--- src/rtl/pix_filter_pipe.sv ---
// Two-stage pixel filter pipeline: S1 forms the weighted luma sum, S2 applies
// the selected filter. Config is latched on start-of-frame pixels only.
module pix_filter_pipe #(
    parameter int CW     = 4,
    parameter int WR     = 8,
    parameter int WG     = 16,
    parameter int WB     = 1,
    parameter int WSHIFT = 4
) (
    input  logic              clk,
    input  logic              rst_n,
    input  logic [1:0]        mode,
    input  logic [CW-1:0]     thresh,
    input  logic              in_valid,
    output logic              in_ready,
    input  logic              in_sof,
    input  logic [3*CW-1:0]   pix_in,
    output logic              out_valid,
    input  logic              out_ready,
    output logic              out_sof,
    output logic [3*CW-1:0]   pix_out
);

    localparam int PW = 3 * CW;
    localparam int SW = CW + $clog2(WR + WG + WB + 1);

    localparam logic [SW-1:0] WR_S = SW'(WR);
    localparam logic [SW-1:0] WG_S = SW'(WG);
    localparam logic [SW-1:0] WB_S = SW'(WB);
    localparam logic [SW-1:0] YMAX = SW'((1 << CW) - 1);

    typedef enum logic [1:0] {
        M_PASS = 2'd0,
        M_GREY = 2'd1,
        M_INV  = 2'd2,
        M_THR  = 2'd3
    } mode_t;

    // Held configuration, replaced only by an accepted sof pixel
    mode_t          cfg_mode;
    logic [CW-1:0]  cfg_thresh;

    logic           s1_valid;
    logic           s1_sof;
    logic [PW-1:0]  s1_pix;
    logic [SW-1:0]  s1_sum;
    mode_t          s1_mode;
    logic [CW-1:0]  s1_thresh;

    logic           s2_valid;
    logic           s2_sof;
    logic [PW-1:0]  s2_pix;

    logic           advance;
    logic           s1_load;
    logic           accept;

    mode_t          eff_mode;
    logic [CW-1:0]  eff_thresh;
    logic [SW-1:0]  in_sum;
    logic [SW-1:0]  ch_r;
    logic [SW-1:0]  ch_g;
    logic [SW-1:0]  ch_b;

    logic [SW-1:0]  y_shift;
    logic [CW-1:0]  y_sat;
    logic [PW-1:0]  filt_pix;

    // S1 may still fill a bubble while S2 is stalled
    assign advance  = !s2_valid || out_ready;
    assign s1_load  = advance || !s1_valid;
    assign in_ready = !s1_valid || advance;
    assign accept   = in_valid && in_ready;

    assign out_valid = s2_valid;
    assign out_sof   = s2_sof;
    assign pix_out   = s2_pix;

    always_comb begin
        eff_mode   = cfg_mode;
        eff_thresh = cfg_thresh;
        if (in_sof) begin
            eff_mode   = mode_t'(mode);
            eff_thresh = thresh;
        end
    end

    always_comb begin
        ch_r   = SW'(pix_in[PW-1 -: CW]);
        ch_g   = SW'(pix_in[2*CW-1 -: CW]);
        ch_b   = SW'(pix_in[CW-1:0]);
        in_sum = (WR_S * ch_r) + (WG_S * ch_g) + (WB_S * ch_b);
    end

    always_comb begin
        y_shift = s1_sum >> WSHIFT;
        y_sat   = (y_shift > YMAX) ? {CW{1'b1}} : y_shift[CW-1:0];
    end

    always_comb begin
        filt_pix = s1_pix;
        unique case (s1_mode)
            M_PASS: filt_pix = s1_pix;
            M_GREY: filt_pix = {y_sat, y_sat, y_sat};
            M_INV:  filt_pix = ~s1_pix;
            M_THR:  filt_pix = (y_sat >= s1_thresh) ? {PW{1'b1}} : {PW{1'b0}};
            default: filt_pix = s1_pix;
        endcase
    end

    always_ff @(posedge clk or negedge rst_n) begin
        if (!rst_n) begin
            cfg_mode   <= M_PASS;
            cfg_thresh <= '0;
        end else if (accept && in_sof) begin
            cfg_mode   <= mode_t'(mode);
            cfg_thresh <= thresh;
        end
    end

    always_ff @(posedge clk or negedge rst_n) begin
        if (!rst_n) begin
            s1_valid  <= 1'b0;
            s1_sof    <= 1'b0;
            s1_pix    <= '0;
            s1_sum    <= '0;
            s1_mode   <= M_PASS;
            s1_thresh <= '0;
        end else if (s1_load) begin
            s1_valid  <= in_valid;
            s1_sof    <= in_sof;
            s1_pix    <= pix_in;
            s1_sum    <= in_sum;
            s1_mode   <= eff_mode;
            s1_thresh <= eff_thresh;
        end
    end

    always_ff @(posedge clk or negedge rst_n) begin
        if (!rst_n) begin
            s2_valid <= 1'b0;
            s2_sof   <= 1'b0;
            s2_pix   <= '0;
        end else if (advance) begin
            s2_valid <= s1_valid;
            s2_sof   <= s1_sof;
            s2_pix   <= filt_pix;
        end
    end

endmodule

--- config.mk ---
export PLATFORM = sky130hd
export DESIGN_NAME = pix_filter_pipe
export DESIGN_NICKNAME = d
export VERILOG_FILES = /design/src/rtl/pix_filter_pipe.sv
export SDC_FILE = /design/constraint.sdc
export NUM_CORES = 1
export LEC_CHECK = 0
export ABC_AREA = 1
export BUFFER_PORTS_ARGS = -buffer_cell sky130_fd_sc_hd__buf_4
export CAP_MARGIN = 15
export CORE_UTILIZATION = 50
export DETAILED_ROUTE_END_ITERATION = 10
export GPL_TIMING_DRIVEN = 0
export PLACE_DENSITY_LB_ADDON = 0.1
export SLEW_MARGIN = 20
export SYNTH_ARGS = -nofsm -noshare
export SYNTH_HDL_FRONTEND = slang
export SYNTH_SLANG_ARGS = --single-unit
--- constraint.sdc ---
create_clock -name clk -period 1.75 [get_ports clk]
set_clock_uncertainty 0.2 [all_clocks]
set_input_delay 0.4375 -clock clk [delete_from_list [all_inputs] [get_ports clk]]
set_output_delay 0.4375 -clock clk [all_outputs]
set_load 0.1 [all_outputs]
# Word level (Yosys, flattened, before mapping)
# Index checks and enable logic that the tools add are counted.
# totals
out_inout_bits	15
regBits	49
romBits	0
latch_bits	0
wordCells	31
n_memories	0
in_bits	23
ramBits	0
# classes
bitwise	1
n_mul	0
addsub	2
reduce_logical	7
eq_ne	3
div	0
shift	0
muxes	5
order_cmp	2
# ops
cell	n
$pmux W12 S4	1
$mux W12	1
$not A12 Y12	1
$add A7 B8 Y9	1
$add A9 B4 Y9	1
$mux W4	2
$gt A5 B4 Y1 const B	1
$eq A2 B2 Y1 const B	2
$ge A4 B4 Y1	1
$eq A2 B1 Y1 const B	1
$logic_and A1 B1 Y1	2
$logic_not A1 Y1	2
$logic_not A2 Y1	1
$logic_or A1 B1 Y1	2
$mux W2	1

# Depth between registers and ports, before layout
# depth
word_depth	5
ltp_mapped	12
ltp_nobuf	11

# Worst setup path before layout
# Ideal clock, no wire load.
# synth_timing
kind	register to output
startpoint	register s2_valid, in the netlist out_valid
endpoint	output port in_ready
path_stages_with_launch	6
required_time_ns	1.112
arrival_time_ns	1.728
slack_ns	-0.615
path_buffers	2
path_cell_list	dfrtp_1 -> inv_1 -> nor2_4 -> nand2_1 -> buf_4 -> buf_6
# synth_between
elab_chain_cells	3
# synth_lines
element	line	source
from (decl)	50	logic s2_valid;
from (signal assigned)	145	s2_valid <= s1_valid;
$logic_not A1 Y1	70	assign advance = !s2_valid || out_ready;
$logic_or A1 B1 Y1	70	
$logic_or A1 B1 Y1	72	assign in_ready = !s1_valid || advance;
to (decl)	15	output logic in_ready,
# No other way between the ends.

# Final worst setup path
# Ends and elaborated chain as after synthesis.

==> results_dict.tcl <==
set metrics [dict create \
    status "complete, but fails checks" \
    place_ws_ps -318 \
    ff2ff_setup_slack_ps -90 \
    switching_share 0.456 \
    numPlacedInstances 383 \
    final_area_um2 2990 \
    cp-end-kind "output port" \
    dr.pass1.iters 4 \
    finalHoldViolations 0 \
    synth_area_leader_cell "dfrtp_1" \
    p_leak_nw 1.56 \
    place.gp.congestion 0.894 \
    grt_max_degree 46 \
    placementRows 24 \
    fin_util 0.682 \
    clkTransAtPathRegs_ps 80 \
    clock_power_share 0.187 \
    synthCells 294 \
    nFillCells 382 \
    antenna_cells 0 \
    critPathTopFamily "flip-flops" \
    path_buf_inv 3 \
    numCtsBuffers 5 \
    grt_use_total 0.237 \
    drive_gt1_frac 0.294 \
    antenna_found_initial 0 \
    ys_ff_latch 45 \
    worstPathRequired_ps 1110 \
    p_seq_frac 0.344 \
    rsz0062_at_grt "yes" \
    cts-root-buf "clkbuf_8" \
    ys_top_cells_by_area "dfrtp_1 49%, nand2_1 16%, o21ai_1 5.4%, inv_1 5.2%, a21oi_1 4.1%" \
    die_area_um2 4880 \
    powerDensity_nw_per_um2 1290 \
    avgSynthCellArea_um2 7.83 \
    power.total_mw 3.86 \
    syn_nets 325 \
    layout_min_cycle_time_ps 1890 \
    pin_count 38 \
    numClockSinks 45 \
    tightest_slew_ps 590 \
    whs_ps 105 \
    die_h_um 69.9 \
    p_int_mw 2.10 \
    postRouteWirelength_um 5610 \
    vias 2062 \
    fin_nets 377 \
    post-route-period-util 1.08 \
    slowest_delay_ps 420 \
    switching_power_mw 1.76 \
    cts_htree_levels 2 \
    multi_input_area_um2 1100 \
    clockBufferDepth 2 \
    startpoint_type "flip-flop" \
    ff_latch_area_um2 1130 \
    hold_path_class "input port to flip-flop" \
    path_cells "inv_2, nor2_4, nand2_4, buf_12, buf_12" \
    dpl.hpwl_um 3770 \
    synthDistinctLibCells 25 \
    via_per_inst 5.17 \
    postPlaceCellArea_um2 2660 \
    drv_slew 0 \
    start_util 0.525 \
    cap_violations 0 \
    final_antenna_net_count 0 \
    final_cells 399 \
    finalSetupViolations 13 \
    grt_pass1_vias 1926 \
    grt_pass1_wl_um 9000 \
    cp_slowest_cell "dfrtp_4" \
    cts_tree "done" \
    fmax_ghz 0.530 \
    max_slew_margin 0.606 \
    fin_setup_tns_ps -1020 \
    fp.dieW_um 69.9 \
    wl_per_cell_um 14.1 \
    drt_iter0_drc 138 \
    yosysSeqAreaShare 0.489 \
    yosysWarnings 0 \
    cp_max_fo 3 \
    fin_ws_ps -137 \
    yosysTopAreaCellShare 0.489 \
    drc 0 \
    ir_worst_vdd_mv 0.892 \
    overflow 0 \
    path_class "flip-flop to output port" \
    core_area_um2 4380 \
    violations "setup timing" \
    netlist_area_um2 2300 \
    arrival_ps 1250 \
    clkLatencyLatePin_ps 310 \
    crit_top_cell "buf_12" \
    syn2layout_area_growth_pct 29.8 \
    combPwrFrac 0.469 \
    io_buffers 37 \
]
[layer usage]
metal | vias up | part of all wire | wire length, um | track usage
met4 | 0 | 0.025 | 140 | 0.122
met1 | 957 | 0.46 | 2560 | 0.323
li1 | 1031 | - | - | -
met5 | - | 0 | 0 | 0
met2 | 61 | 0.47 | 2630 | 0.361
met3 | 13 | 0.050 | 283 | 0.0433
[cells in the final DEF (no fill, tap or decap), types with 5 or more instances in the layout]
| master | n |
|---|---|
| nand2_1 | 74 |
| dfrtp_1 | 44 |
| buf_4 | 43 |
| inv_1 | 31 |
| o21ai_1 | 25 |
| nand2_2 | 22 |
| a21oi_1 | 18 |
| nor2_1 | 15 |
| nor3_1 | 12 |
| o21ai_0 | 7 |
| clkbuf_8 | 7 |
| o22ai_1 | 6 |
| inv_2 | 5 |
| buf_6 | 5 |
[power groups by stage]
stage / Clock (mW) / Combinational (mW) / Sequential [mW]
global placement: 0 / 1.58 / 1.34
CTS: 0.728 / 1.68 / 1.33
detailed placement: 0 / 1.59 / 1.34
finish: 0.723 / 1.81 / 1.33
global route: 0.762 / 1.93 / 1.34
floorplan: 0 / 0.558 / 2.00
[logic make-up (layout without fill, tap and decap cells)]
family | after synthesis | in the layout | synth area share
DFF | 45 | 45 | 0.489
buffers and inverters | 49 | 102 | 0.0951
AOI/OAI and AO/OA | 58 | 58 | 0.133
and+or+nand+nor | 133 | 133 | 0.233
adders and majority gates | 8 | 8 | 0.0467
xor gates and xnor gates | 1 | 1 | 0.00381
[timing repair]
item                                   CTS  global route
resized for setup                       20            24
setup buffers                            5             2
setup endpoints to repair               11            19
endpoints found under the hold margin   45             0
gates cloned                             1             0
hold buffers                             1             0
pin swaps                                7            10
[worst paths after layout]
check | cells after the start | start | endpoint
hold / removal | 2 | pix_in[7] | s1_sum[7]$_DFFE_PN0N_
max in group asynchronous | 2 | rst_n | out_valid$_DFFE_PN0P_
hold reg to reg | 2 | pix_out[1]$_DFFE_PN0P_ | pix_out[1]$_DFFE_PN0P_
setup / recovery | 5 | out_valid$_DFFE_PN0P_ | in_ready
min in group asynchronous | 2 | rst_n | s1_sum[7]$_DFFE_PN0N_
setup reg to reg | 12 | s1_sum[8]$_DFFE_PN0N_ | pix_out[5]$_DFFE_PN0P_
[registers in the layout, summed over array words and instances, names as in the netlist, 2 cells and up]
| signal | flops |
|---|---|
| s1_thresh | 4 |
| s1_pix | 12 |
| pix_out | 12 |
| s1_mode | 2 |
| cfg_mode | 2 |
| cfg_thresh | 4 |
| s1_sum | 5 |
[synthesized netlist by cell type (all sizes together)]
| cell | count |
|---|---|
| nand2 | 100 |
| dfrtp | 45 |
| inv | 36 |
| o21ai | 32 |
| a21oi | 19 |
| nor2 | 18 |
| nor3 | 12 |
| buf | 9 |
| ha | 7 |
| o22ai | 7 |
| clkbuf | 3 |
| clkinv | 1 |
| fa | 1 |
| nand3 | 1 |
| nand4 | 1 |
| or2 | 1 |
| xnor2 | 1 |
[layout make-up]
| type | instances | area share |
|---|---|---|
| sequential | 45 | 0.378 |
| tap | 52 | 0.0218 |
| inverter | 37 | 0.0465 |
| multi-input combinational | 200 | 0.368 |
| timing repair buffer | 46 | 0.123 |
| clock buffer | 7 | 0.0322 |
| buffer | 11 | 0.0293 |
| clock inverter | 1 | 0.00167 |
Power figures use the tool's default switching activity.
